--- src/rtl/mem_arbiter.sv ---
// mem_arbiter: round-robin arbiter that shares one line-wide memory port
// between an I-cache (read only) and a D-cache (read and writeback).
// A granted transaction's address, data and opcode are latched on the grant
// edge and held on the memory port until the memory answers.
module mem_arbiter #(
  parameter int LINE_W = 256,
  parameter int ADDR_W = 32
) (
  input  logic              clk,
  input  logic              rst,
  // I-cache side
  input  logic              i_pmem_read,
  input  logic [ADDR_W-1:0] i_pmem_address,
  output logic [LINE_W-1:0] i_pmem_rdata,
  output logic              i_pmem_resp,
  // D-cache side
  input  logic              d_pmem_read,
  input  logic              d_pmem_write,
  input  logic [ADDR_W-1:0] d_pmem_address,
  input  logic [LINE_W-1:0] d_pmem_wdata,
  output logic [LINE_W-1:0] d_pmem_rdata,
  output logic              d_pmem_resp,
  // shared memory port
  output logic              pmem_read,
  output logic              pmem_write,
  output logic [ADDR_W-1:0] pmem_address,
  output logic [LINE_W-1:0] pmem_wdata,
  input  logic [LINE_W-1:0] pmem_rdata,
  input  logic              pmem_resp,
  output logic              arb_busy
);

  typedef enum logic [1:0] {
    IDLE    = 2'd0,
    SERVE_I = 2'd1,
    SERVE_D = 2'd2,
    DONE    = 2'd3
  } state_e;

  typedef enum logic {
    GRANT_I = 1'b0,
    GRANT_D = 1'b1
  } grant_e;

  state_e              state_q,      state_d;
  grant_e              last_grant_q, last_grant_d;
  logic                pmem_read_q,  pmem_read_d;
  logic                pmem_write_q, pmem_write_d;
  logic [ADDR_W-1:0]   addr_q,       addr_d;
  logic [LINE_W-1:0]   wdata_q,      wdata_d;

  logic                i_pending;
  logic                d_pending;
  logic                pick_d;

  assign i_pending = i_pmem_read;
  assign d_pending = d_pmem_read | d_pmem_write;

  // Next-state and grant decision; the winner's request is captured here.
  always_comb begin
    // NOTE: every variable gets a default up front so no path can leave one
    // unassigned, which would otherwise infer a latch.
    state_d      = state_q;
    last_grant_d = last_grant_q;
    pmem_read_d  = pmem_read_q;
    pmem_write_d = pmem_write_q;
    addr_d       = addr_q;
    wdata_d      = wdata_q;
    // NOTE: combinational logic uses blocking '=' so later statements see the
    // values computed earlier in the same block.
    pick_d       = 1'b0;

    unique case (state_q)
      IDLE: begin
        if (i_pending || d_pending) begin
          // On a tie the side that did not win last time goes first.
          pick_d = d_pending && (!i_pending || (last_grant_q == GRANT_I));
          if (pick_d) begin
            state_d      = SERVE_D;
            last_grant_d = GRANT_D;
            addr_d       = d_pmem_address;
            wdata_d      = d_pmem_wdata;
            // A simultaneous read and write from the D side resolves to write.
            pmem_write_d = d_pmem_write;
            pmem_read_d  = ~d_pmem_write;
          end else begin
            state_d      = SERVE_I;
            last_grant_d = GRANT_I;
            addr_d       = i_pmem_address;
            pmem_write_d = 1'b0;
            pmem_read_d  = 1'b1;
          end
        end
      end
      SERVE_I, SERVE_D: begin
        if (pmem_resp) begin
          state_d      = DONE;
          pmem_read_d  = 1'b0;
          pmem_write_d = 1'b0;
        end
      end
      DONE: begin
        // One quiet cycle so the served requester can drop its request.
        state_d = IDLE;
      end
      default: begin
        state_d      = IDLE;
        pmem_read_d  = 1'b0;
        pmem_write_d = 1'b0;
      end
    endcase
  end

  // State and registered memory-port outputs.
  // NOTE: reset is asynchronous, so it appears in the sensitivity list and
  // clears every flop immediately, even in the middle of a transaction;
  // sequential state uses non-blocking '<=' to avoid ordering races.
  always_ff @(posedge clk or posedge rst) begin
    if (rst) begin
      state_q      <= IDLE;
      last_grant_q <= GRANT_I;
      pmem_read_q  <= 1'b0;
      pmem_write_q <= 1'b0;
      addr_q       <= '0;
      wdata_q      <= '0;
    end else begin
      state_q      <= state_d;
      last_grant_q <= last_grant_d;
      pmem_read_q  <= pmem_read_d;
      pmem_write_q <= pmem_write_d;
      addr_q       <= addr_d;
      wdata_q      <= wdata_d;
    end
  end

  // Read data is broadcast to both caches; only the completion pulse is steered.
  assign i_pmem_rdata = pmem_rdata;
  assign d_pmem_rdata = pmem_rdata;
  assign i_pmem_resp  = (state_q == SERVE_I) & pmem_resp;
  assign d_pmem_resp  = (state_q == SERVE_D) & pmem_resp;

  assign pmem_read    = pmem_read_q;
  assign pmem_write   = pmem_write_q;
  assign pmem_address = addr_q;
  assign pmem_wdata   = wdata_q;
  assign arb_busy     = (state_q != IDLE);

  // The D cache must never ask for a fill and a writeback at once.
  d_read_write_exclusive: assert property (
    @(posedge clk) disable iff (rst) !(d_pmem_read && d_pmem_write)
  );

endmodule

--- config.mk ---
export PLATFORM = sky130hd
export DESIGN_NAME = mem_arbiter
export DESIGN_NICKNAME = d
export VERILOG_FILES = /design/src/rtl/mem_arbiter.sv
export SDC_FILE = /design/constraint.sdc
export NUM_CORES = 1
export LEC_CHECK = 0
export ABC_CLOCK_PERIOD_IN_PS = 13200
export BUFFER_PORTS_ARGS = -buffer_cell sky130_fd_sc_hd__buf_2
export CORE_AREA = 5 5 530 532
export CTS_BUF_LIST = sky130_fd_sc_hd__clkbuf_4 sky130_fd_sc_hd__clkbuf_8 sky130_fd_sc_hd__clkbuf_16
export DETAILED_ROUTE_END_ITERATION = 7
export DIE_AREA = 0 0 535 537
export PLACE_DENSITY = 0.3
export SLEW_MARGIN = 20
export SYNTH_ARGS = -nofsm -noshare
export SYNTH_HDL_FRONTEND = slang
export SYNTH_SLANG_ARGS = --single-unit
--- constraint.sdc ---
create_clock -name clk -period 13.2 [get_ports clk]
set_input_delay 1.98 -clock clk [delete_from_list [all_inputs] [get_ports clk]]
set_output_delay 1.98 -clock clk [all_outputs]
set_load 0.02 [all_outputs]
# Word-level counts from Yosys, hierarchy flattened
# Cells that the tools add are included.
dict set report word_totals {
  register_bits 293
  input_bits 582
  out_inout_bits 805
  elab_cells 41
}
dict set report op_classes {
  n_eq_ne 5
  mux 13
  bitwise 5
  reduce_logical 12
}
# operator count
set ops {}
lappend ops {{32-bit 2-to-1 mux} 1}
lappend ops {{1-bit 2-to-1 mux} 6}
lappend ops {{2-bit 2-to-1 mux} 3}
lappend ops {{2-bit case mux with 3 select lines} 1}
lappend ops {{3-bit AND reduction} 2}
lappend ops {{2-bit equality test, second input constant} 2}
lappend ops {{2-bit inequality test, second input constant} 2}
lappend ops {{1-bit case mux with 2 select lines} 2}
lappend ops {{2-bit AND reduction} 2}
lappend ops {{2-bit nonzero test} 2}
lappend ops {{1-bit AND} 2}
lappend ops {{2-bit by 1-bit equality test with 1-bit output, second input constant} 1}
lappend ops {{2-bit zero test} 1}
lappend ops {{1-bit logical OR} 2}
lappend ops {{1-bit inverter} 2}
lappend ops {{2-bit OR reduction} 1}
lappend ops {{1-bit logical AND} 1}
lappend ops {{1-bit zero test} 1}
lappend ops {{1-bit bitwise OR} 1}

# Longest topological paths before layout
dict set report logic_depth {
  ltp_word 6
  depth_mapped 7
  ltp_nobuf 5
}

# Worst setup path after synthesis
# No wires, ideal clock.
dict set report synth_timing {
  path_type {input to output}
  start {in pmem_resp}
  end {out d_pmem_resp}
  arrival_ns 2.196
  required_time_ns 11.220
  setup_slack_ns 9.024
  stages 1
  n_path_buf 0
  path_cell_list {and2_1}
}
dict set report synth_between {
  elab_chain_cells 1
}
# item line
set synth_rtl {}
lappend synth_rtl {{start, declared} 29} ;# input logic pmem_resp,
lappend synth_rtl {{1-bit AND} 140} ;# assign d_pmem_resp = (state_q == SERVE_D) & pmem_resp;
lappend synth_rtl {{end, declared} 22} ;# output logic d_pmem_resp,
# Every way passes these cells.

# Final worst setup path
dict set report layout_timing {
  start {in d_pmem_read}
  end {reg wdata_q[202] (netlist: pmem_wdata[202])}
}
dict set report layout_between {
  elab_chain_cells 3
  elab_cells_between_ends 4
  classes_between {bitwise: 1; reduce/logical: 3}
}
# item line
set layout_rtl {}
lappend layout_rtl {{start, declared} 17} ;# input logic d_pmem_read,
lappend layout_rtl {{1-bit bitwise OR (*)} 57} ;# assign d_pending = d_pmem_read | d_pmem_write;
lappend layout_rtl {{1-bit logical OR or 1-bit logical AND (tied branches)} {75, 77}}
lappend layout_rtl {{3-bit AND reduction (no line) (*)} --}
lappend layout_rtl {{end signal, assigned} 132} ;# wdata_q <= wdata_d;
lappend layout_rtl {{end, declared} 50} ;# logic [LINE_W-1:0] wdata_q, wdata_d;
# Every way passes the cells marked *; elsewhere a longest branch is shown, timed or not.
# A chain may end at the register's enable or synchronous reset.

==> results.py <==
metrics = {
    "clock_network": {
        "root_buffer": "clkbuf_16",
        "worst_skew_pair.late_latency_ns": 0.64,
        "path_clk_slew_ns": 0.06,
        "postCtsSetupBuffers": 0,
        "cts_inserted_buffers": 46,
        "clock_sinks": 293,
        "cts_resized": 0,
        "holdBufCountCts": 0,
        "ctsHtreeMaxLevel": 2,
        "cts_tree": "yes",
        "cts_buffer_depth": 3,
    },
    "global_routing": {
        "grt_overflow": 0,
        "first_global_vias": 10300,
        "grtUsageTotal_pct": 8.33,
        "antenna_found_initial": 103,
        "grt_max_degree": 66,
        "grt_pass1_wl_mm": 148,
    },
    "logic_synthesis": {
        "synth.avg_cell_area_um2": 13.1,
        "yosys_most_used_dff": "dfrtp_1",
        "syn-num-nets": 1812,
        "ys_types": 27,
        "synth-edff-count": 0,
        "yosys_warnings": 0,
        "syn_area_um2": 16100,
        "syn_inst": 1226,
        "synth_seq_area_share_pct": 45.5,
        "async_flop_share_pct": 100,
        "ys_ff_latch": 293,
    },
    "hold_path": {
        "hold_class": "reg2reg",
        "min_to": "pmem_address[26]",
        "holdPathStages": 2,
        "hold_start": "pmem_address[26]",
    },
    "layout": {
        "syn2layout_area_growth_pct": 33.6,
        "final_area_um2": 21500,
        "nets": 1940,
        "n_fill_cell": 32100,
        "ff_latch_area_um2": 7330,
        "layout_common_cells": "buf_2, dfrtp_1, mux2_4",
        "layout_commonest_cell": "buf_2",
        "drive_above_1_share_pct": 70.2,
        "multi_input_area_um2": 4610,
    },
    "setup_path": {
        "path_class": "in2reg",
        "required_ns": 13.71,
        "r2r_start": "state_q[0]",
        "r2r-end": "pmem_wdata[202]",
        "crit_start": "d_pmem_read",
        "end_kind": "flop",
        "critical_path_peak_fanout": 53,
        "cp-start-kind": "input port",
        "crit_arrival_ns": 5.72,
        "r2r_cells": 7,
        "r2r_slack_ns": 8.82,
    },
    "floorplanning": {
        "die_h_um": 537,
        "die_area_um2": 287000,
        "num_rows": 193,
        "initial_utilization_pct": 5.85,
        "core_um2": 276000,
        "fp.dieW_um": 535,
        "ios": 1387,
    },
    "drt": {
        "viasPerCell": 1.92,
        "wl_per_cell_um": 24.6,
        "drc": 0,
        "ant_nets": 0,
        "dr.first_iter.drc_count": 285,
        "drtPass1Iterations": 6,
        "wl_mm": 126,
        "num_vias": 9848,
    },
    "timing": {
        "holdWs_ns": 0.479,
        "slew_violations": 0,
        "hold_violations": 0,
        "min_period_ns": 5.22,
        "fin_setup_tns_ns": 0,
        "fin_crit_sh_pct": 39.5,
        "setup_violations": 0,
        "skew_ns": 0.0206,
        "tightest_slew_ns": 1.05,
        "relSlewSlack_pct": 29.9,
        "clock.fmax_mhz": 192,
        "rsz0062_at_grt": "no",
    },
    "place": {
        "io_buffers": 618,
        "placedInstanceArea_um2": 19800,
        "gp_congestion": 0.784,
        "dp_hpwl_mm": 111,
    },
    "power": {
        "p_leak_nw": 9.51,
        "ir_drop_mv": 0.0838,
        "powerDensity_nw_per_um2": 275,
    },
    "outcome": {
        "status": "finished clean",
    },
    "flow_run": {
        "cap_violations": 0,
    },
}
[logic make-up after synthesis]
kind of cell,count (synthesis),synth area share [%]
fa+ha+maj,4,0.311
flops,293,45.5
simple gates,41,1.07
buf+inv,555,26.2
compound gates,41,1.49
mux,292,25.5
[cell type report]
cell class | count | area share (%)
sequential | 293 | 34.1
tap | 3705 | 21.5
multi-input combinational | 378 | 21.4
timing repair buffer | 630 | 14.8
clock buffer | 59 | 6.14
clock inverter | 25 | 1.71
antenna | 22 | 0.256
inverter | 5 | 0.122
[sequential cells by signal (all words and copies together) (netlist names)]
register      cells
last_grant_q      1
pmem_address     32
pmem_read         1
pmem_wdata      256
pmem_write        1
state_q           2
[through the flow]
stage / instances / utilization (%) / worst slack, ns / power, mW
final: 5117 / 7.81 / 7.98 / 5.93
after global routing: 5096 / 7.79 / 7.88 / 6.38
after CTS: 5095 / 7.79 / 8.02 / 6.19
after detailed placement: 5011 / 7.18 / 7.27 / 4.70
after global placement: 5011 / 7.18 / 7.31 / 4.69
after floorplan: 1226 / - / 3.13 / 3.46
[metal layers]
metal  GRT usage [%]  share of wire, %  up-vias
li1                -                 -     3838
met3            8.10                21      397
met2            12.5                42     1158
met1            7.45                31     4439
met4            3.66               5.4       16
met5            1.22              0.44        -
[synthesized netlist by cell type (all sizes together) (2+ instances only)]
library cell | n | area (um2)
clkbuf | 3 | 11.3
a21oi | 2 | 10.0
inv | 5 | 18.8
and2 | 2 | 12.5
ha | 4 | 50.1
o2bb2ai | 2 | 23.8
mux2i | 35 | 350
mux2 | 257 | 3750
dfrtp | 293 | 7330
nand2 | 35 | 134
o21ai | 32 | 160
buf | 547 | 4190
[worst max-delay path, stage by stage]
cell	delay, ns
buf_2	0.15
a2bb2oi_2	0.21
nand2_8	0.47
buf_4	0.80
buf_4	0.61
buf_4	0.85
mux2_4	0.36
[power breakdown]
| part | leakage, nW | internal [mW] | total [mW] | switching, mW |
|---|---|---|---|---|
| sequential | 3.48 | 1.37 | 1.63 | 0.267 |
| clock | 0.831 | 0.863 | 1.40 | 0.536 |
| combinational | 5.19 | 1.10 | 2.90 | 1.80 |
| total | 9.51 | 3.32 | 5.93 | 2.60 |
[worst max path at each step]
stage / to / depth (start not counted) / slack (ns)
finish: pmem_wdata[202] / 7 / 7.98
global placement: pmem_wdata[204] / 7 / 7.31
floorplan: last_grant_q / 1 / 3.13
global route: pmem_wdata[225] / 7 / 7.88
detailed placement: pmem_wdata[202] / 7 / 7.27
CTS: pmem_wdata[202] / 7 / 8.02
No activity file was read; power rests on OpenSTA's default activity.
